==> src/rtl/alu_exec_unit.sv <==
// Execute-stage ALU with registered result and done pulse; optional iterative
// shift-add multiplier enabled by defining ALU_ITER_MUL_EN.
module alu_exec_unit #(
   parameter int WIDTH = 32
) (
   input  logic             clk_i,
   input  logic             rst_i,
   input  logic             start_i,
   input  logic [3:0]       ALUCtrl_i,
   input  logic [WIDTH-1:0] src1_i,
   input  logic [WIDTH-1:0] src2_i,
   output logic             ready_o,
   output logic             busy_o,
   output logic             done_o,
   output logic [WIDTH-1:0] result_o,
   output logic             zero_o
);

   localparam logic [3:0] OP_AND = 4'b0000;
   localparam logic [3:0] OP_OR  = 4'b0001;
   localparam logic [3:0] OP_ADD = 4'b0010;
   localparam logic [3:0] OP_SUB = 4'b0110;
   localparam logic [3:0] OP_SLT = 4'b0111;

   typedef enum logic [1:0] {S_IDLE, S_MUL, S_DONE} state_t;

   state_t           state_q, state_d;
   logic [WIDTH-1:0] result_q, result_d;
   logic [WIDTH-1:0] alu_res;
   logic             slt_bit;

`ifdef ALU_ITER_MUL_EN
   localparam logic [3:0] OP_MUL = 4'b1000;
   localparam int         CNT_W  = $clog2(WIDTH + 1);

   logic [WIDTH-1:0] acc_q, acc_d;
   logic [WIDTH-1:0] mcand_q, mcand_d;
   logic [WIDTH-1:0] mplr_q, mplr_d;
   logic [CNT_W-1:0] cnt_q, cnt_d;
   logic [WIDTH-1:0] acc_sum;

   // Only the low WIDTH bits of the product are kept, so the shifted
   // multiplicand can simply drop its overflowing bits.
   assign acc_sum = mplr_q[0] ? (acc_q + mcand_q) : acc_q;
`endif

   assign slt_bit = ($signed(src1_i) < $signed(src2_i));

   always_comb begin
      alu_res = '0;
      case (ALUCtrl_i)
         OP_AND:  alu_res = src1_i & src2_i;
         OP_OR:   alu_res = src1_i | src2_i;
         OP_ADD:  alu_res = src1_i + src2_i;
         OP_SUB:  alu_res = src1_i - src2_i;
         OP_SLT:  alu_res = {{(WIDTH-1){1'b0}}, slt_bit};
         default: alu_res = '0;
      endcase
   end

   always_comb begin
      state_d  = state_q;
      result_d = result_q;
`ifdef ALU_ITER_MUL_EN
      acc_d    = acc_q;
      mcand_d  = mcand_q;
      mplr_d   = mplr_q;
      cnt_d    = cnt_q;
`endif
      case (state_q)
         S_IDLE, S_DONE: begin
            if (start_i) begin
`ifdef ALU_ITER_MUL_EN
               if (ALUCtrl_i == OP_MUL) begin
                  acc_d   = '0;
                  mcand_d = src1_i;
                  mplr_d  = src2_i;
                  cnt_d   = CNT_W'(WIDTH);
                  state_d = S_MUL;
               end else
`endif
               begin
                  result_d = alu_res;
                  state_d  = S_DONE;
               end
            end else begin
               state_d = S_IDLE;
            end
         end
`ifdef ALU_ITER_MUL_EN
         S_MUL: begin
            acc_d   = acc_sum;
            mcand_d = mcand_q << 1;
            mplr_d  = mplr_q >> 1;
            cnt_d   = cnt_q - CNT_W'(1);
            if (cnt_q == CNT_W'(1)) begin
               result_d = acc_sum;
               state_d  = S_DONE;
            end
         end
`endif
         default: state_d = S_IDLE;
      endcase
   end

   always_ff @(posedge clk_i or posedge rst_i) begin
      if (rst_i) begin
         state_q  <= S_IDLE;
         result_q <= '0;
      end else begin
         state_q  <= state_d;
         result_q <= result_d;
      end
   end

`ifdef ALU_ITER_MUL_EN
   always_ff @(posedge clk_i or posedge rst_i) begin
      if (rst_i) begin
         acc_q   <= '0;
         mcand_q <= '0;
         mplr_q  <= '0;
         cnt_q   <= '0;
      end else begin
         acc_q   <= acc_d;
         mcand_q <= mcand_d;
         mplr_q  <= mplr_d;
         cnt_q   <= cnt_d;
      end
   end

   assign busy_o = (state_q == S_MUL);
`else
   assign busy_o = 1'b0;
`endif

   assign ready_o  = (state_q == S_IDLE) || (state_q == S_DONE);
   assign done_o   = (state_q == S_DONE);
   assign result_o = result_q;
   assign zero_o   = (result_q == '0);

endmodule

==> config.mk <==
export PLATFORM = sky130hd
export DESIGN_NAME = alu_exec_unit
export DESIGN_NICKNAME = d
export VERILOG_FILES = /design/src/rtl/alu_exec_unit.sv
export SDC_FILE = /design/constraint.sdc
export NUM_CORES = 1
export LEC_CHECK = 0
export ABC_AREA = 1
export BUFFER_PORTS_ARGS = -buffer_cell sky130_fd_sc_hd__buf_4
export CAP_MARGIN = 40
export CORE_MARGIN = 2
export CORE_UTILIZATION = 65
export CTS_CLUSTER_SIZE = 10
export DETAILED_ROUTE_END_ITERATION = 10
export GPL_TIMING_DRIVEN = 0
export PLACE_DENSITY = 0.88
export SETUP_SLACK_MARGIN = 0.5
export SLEW_MARGIN = 0
export SYNTH_ARGS = -nofsm -noshare
export SYNTH_HDL_FRONTEND = slang
export SYNTH_SLANG_ARGS = --single-unit
==> constraint.sdc <==
create_clock -name clk_i -period 2.63 [get_ports clk_i]
set_clock_uncertainty 0.2 [all_clocks]
set_input_delay 0.1315 -clock clk_i [delete_from_list [all_inputs] [get_ports clk_i]]
set_output_delay 0.1315 -clock clk_i [all_outputs]
set_load 0.005 [all_outputs]
==> results by stage <==
Detailed routing:
- Dividing the detail-routed wire length by the instance count gives between 15 and 20 um.
- The number of detailed-routing iterations run before antenna repair is 8.
- The detailed-route wire length is 28.6 mm.
- The final route contains approximately 9900 vias.
- The detail route stage leaves a number of antenna-violating nets equal to 0.
- The count of routing violations after the opening detailed-route iteration is 1371.
- In the routed layout, each cell is associated on average with a via count of 5.84.
- In the routed design, unresolved DRC markers number 0.

Clock tree:
- The number of clock buffers inserted by TritonCTS is 5.
- The clock root buffer is sky130_fd_sc_hd__clkbuf_16.
- The worst-skew pair later-pin latency is 0.28 ns.
- In this run the deepest clock path goes through 2 buffers.
- The CTS tree is yes.
- The number of clock sinks is 33.
- Clock-pin slew was measured on the worst setup and hold paths at about 0.05 ns.
- The maximum level of the CTS H-tree is 2.

GRT:
- The via count of the first global-routing pass is 8903.
- The first-pass GRT wire length is 43.1 mm.
- The maximum number of pins on one net before global-route repair is 25.
- The initial antenna violation count is 0.
- For this run, the total global-route usage over all layers was measured as 42.8%.
- Summed over all layers, the global routing overflow is 0.

Logic synthesis:
- By area the synthesized netlist is led by sky130_fd_sc_hd__nand2_1, sky130_fd_sc_hd__ha_1, sky130_fd_sc_hd__inv_1, sky130_fd_sc_hd__dfrtp_1, sky130_fd_sc_hd__nand3_1.
- Counting flops with an async set or reset pin after synthesis yields a share of 100%.
- Of the post-synthesis cell area, the dominant cell type holds a little over a quarter.
- In this run the mean area of a mapped cell was 5.34 sq um.
- Yosys printed 0 warnings.
- The most used flip-flop cell after synthesis is sky130_fd_sc_hd__dfrtp_1.
- In this run the cell area of the synthesized design comes to between 0.007 and 0.008 sq mm.
- After synthesis, flip-flops and latches occupy 10.9% of the total area.
- The number of nets in the synthesized netlist is 1594.
- Counting every instance in the synthesized netlist gives 1423.
- Yosys mapped a number of flops with a built-in enable equal to 0.
- The number of storage elements in the synthesis netlist is 33.
- The cell type with the largest total area after synthesis is sky130_fd_sc_hd__nand2_1.
- In this run, distinct cell masters in the synthesized netlist total 39.

Final layout:
- Excluding fillers, the count of instances in the completed layout stands at ~1700.
- The number of inserted filler cells in the final layout is between 800 and 900.
- The count of inserted antenna diode cells is 0.
- The fraction of layout instances using a drive strength above 1 is 17.6%.
- The final design instance area without fill is about 0.009 sq mm.
- Compared with the post-synthesis result, the final layout area differs by 21.1%.
- At the end of the flow, the number of nets in the layout was 1715.

Power:
- In this run the power spent charging and discharging nets is between 1 and 1.5 mW.
- The clock group share of total power is 21.4%.
- The internal power is 1.53 mW.
- Dividing total power by cell area gives a power density of 311 mW/mm^2.
- The combinational power share is 57.8%.
- The register share of total power is a little over a fifth.
- The power consumption is ~2.9 mW.
- The peak supply drop is 0.000830 V.
- The switching part of the total power is 46.4%.
- For this design the static power due to leakage is approximately 5.6 nW.

Floorplanning:
- The floorplan has 39 rows.
- The initial utilization of the core area, before any placement, comes to between 60 and 70%.
- For this design the top-level I/O count stands at between 100 and 150.
- The vertical extent of the die is between 100 and 150 um.
- The horizontal extent of the die is 112 um.
- The core area is 0.0114 sq mm.
- The area of the die is 0.0126 sq mm.

STA:
- The count of endpoints failing setup in the final report is 0.
- Counting I/O delays and the setup requirement, the final critical path takes about 2.2 ns.
- Setup repair after global routing could not meet its margin everywhere.
- The final cycle utilization of the critical path is 82.2%.
- The final count of pins violating max slew is 0.
- The setup TNS after final layout is 0 ns.
- The worst pin sits at a relative slew slack of 45.3%.
- For this run, the top clock speed supported by timing is 462 MHz.
- The hold violation count in the final report came to 0.
- The transition at the pin with the smallest max-transition slack is 0.821 ns.

Place:
- The number of cells in the design after placement is 1671.
- The number of buffers inserted by port buffering is ~100.
- The detailed placer's ending HPWL is 21.7 mm.
- The cell area after placement is 0.00858 sq mm.
- Routability-driven placement finished with a final weighted congestion of 1.01.

Setup path:
- The launch instance of the worst register-to-register path is result_o[0].
- The cell depth of the worst flop-to-flop path is 2.
- At the worst endpoint, the arrival time is about 2.2 ns.
- The worst-path maximum fanout is 10.
- The kind of end point of the critical path is a flop.
- The worst setup path is launched from a primary input.
- For the worst setup path, the data required time is 2.64 ns.
- The capture point of the worst reg-to-reg path is result_o[0].
- The critical path class is in2reg.
- The worst register-to-register path has a setup slack of around 1.7 ns.

Min path:
- The startpoint of the worst hold path is ALUCtrl_i[3].
- The path with the worst hold slack has its endpoint at result_o[0].
- The worst hold path stage count is 6.
- The type of the most critical hold path is in2reg.

Outcome:
- The run finished with clean final reports.

Job:
- The max capacitance violation total is 0.
==> sequential cells by signal, indices dropped and copies added, names as in the netlist <==
| name | count |
|---|---|
| result_o | 32 |
| state_q | 1 |
==> critical path, cell delays in order <==
cell	delay [ns]
sky130_fd_sc_hd__buf_4	0.14
sky130_fd_sc_hd__nor2_1	0.19
sky130_fd_sc_hd__inv_2	0.10
sky130_fd_sc_hd__nor3_4	0.44
sky130_fd_sc_hd__clkbuf_1	0.62
sky130_fd_sc_hd__nand3_1	0.15
sky130_fd_sc_hd__nand3b_1	0.19
sky130_fd_sc_hd__nand2_1	0.09
sky130_fd_sc_hd__nand2_1	0.10
==> power groups by stage <==
stage	combinational [mW]	clock, mW	sequential (mW)
after detailed placement	1.44	0	0.596
after global placement	1.39	0	0.593
after CTS	1.47	0.610	0.592
after global routing	1.80	0.632	0.596
final	1.65	0.611	0.595
after floorplan	0.949	0	0.595
==> routing by layer <==
metal	vias up	share of wire [%]	track usage [%]
met5	-	0	0
met4	0	5.7	19.6
met3	166	14	10.5
met2	734	43	68.9
met1	4367	37	54.4
li1	4587	-	-
==> worst max-delay path by stage <==
stage / start / endpoint / slack (ns)
finish: ALUCtrl_i[3] / result_o[16] / 0.47
floorplan: src1_i[0] / result_o[0] / 0.69
global placement: src2_i[0] / result_o[16] / 0.17
CTS: src2_i[0] / result_o[16] / 0.44
detailed placement: src2_i[0] / result_o[16] / 0.10
global route: src1_i[2] / result_o[23] / 0.42
==> logic make-up (layout without fill, tap and decap cells) <==
group | count (synthesis) | count (layout) | share of synthesized area (%)
other | 2 | 2 | 0.0989
AOI/OAI and AO/OA | 121 | 121 | 8.98
buffers and inverters | 350 | 472 | 18.5
adders and majority gates | 100 | 100 | 16.7
and+or+nand+nor | 816 | 816 | 44.8
DFF | 33 | 33 | 10.9
xor gates and xnor gates | 1 | 1 | 0.115
==> synthesized netlist by cell type (all sizes together), types with 3 or more instances <==
cell type and n:
o2111ai 3, nor2 109, dfrtp 33, clkbuf 9
nor3 15, a31oi 8, ha 98, nand4 18
a21oi 46, inv 306, nand3b 7, nor4 14
nand3 116, o22ai 25, and3 3, buf 33
o21bai 6, nand2 530, o21ai 31
==> area by class of cell <==
class | count | area (sq um) | share of cell area (%)
flip-flops and latches | 33 | 826 | 8.97
well taps | 143 | 179 | 1.94
clock inverters | 1 | 5.00 | 0.0544
clock buffers | 7 | 153 | 1.66
repair buffers | 114 | 881 | 9.57
multi-input cells | 1040 | 5730 | 62.3
plain buffers | 42 | 270 | 2.94
inverters | 308 | 1160 | 12.6
==> metrics by stage <==
stage               utilization (%)  hold slack (ns)  worst slack [ns]
finish                         80.6            0.177             0.467
global route                   80.6            0.212             0.416
CTS                            77.2            0.155             0.441
detailed placement             75.2          -0.0446             0.104
global placement               74.9            0.107             0.166
floorplan                         -          -0.0371             0.689
==> timing repair <==
action	4_1_cts	5_1_grt
setup buffers	1	6
gates resized for setup	14	106
hold buffers	2	0
endpoints found under the setup margin	11	23
gates cloned	0	0
hold endpoints to repair	12	0
pin swaps	1	10
==> cells in the final DEF (no fill, tap or decap), types with 10 or more instances in the layout <==
master / synthesis / final
sky130_fd_sc_hd__nand3_2: 1 / 18
sky130_fd_sc_hd__buf_2: 16 / 11
sky130_fd_sc_hd__dfrtp_1: 33 / 33
sky130_fd_sc_hd__nor4_1: 14 / 10
sky130_fd_sc_hd__nand4_1: 18 / 18
sky130_fd_sc_hd__nor2_2: 4 / 25
sky130_fd_sc_hd__nand2_2: 2 / 30
sky130_fd_sc_hd__o22ai_1: 25 / 25
sky130_fd_sc_hd__ha_1: 98 / 93
sky130_fd_sc_hd__nor3_1: 13 / 10
sky130_fd_sc_hd__inv_1: 301 / 296
sky130_fd_sc_hd__o21ai_0: 29 / 27
sky130_fd_sc_hd__a21oi_1: 45 / 38
sky130_fd_sc_hd__buf_4: 12 / 124
sky130_fd_sc_hd__nand3_1: 115 / 97
sky130_fd_sc_hd__nand2_1: 528 / 500
sky130_fd_sc_hd__nor2_1: 104 / 79
No activity file was read; power rests on OpenSTA's default activity.
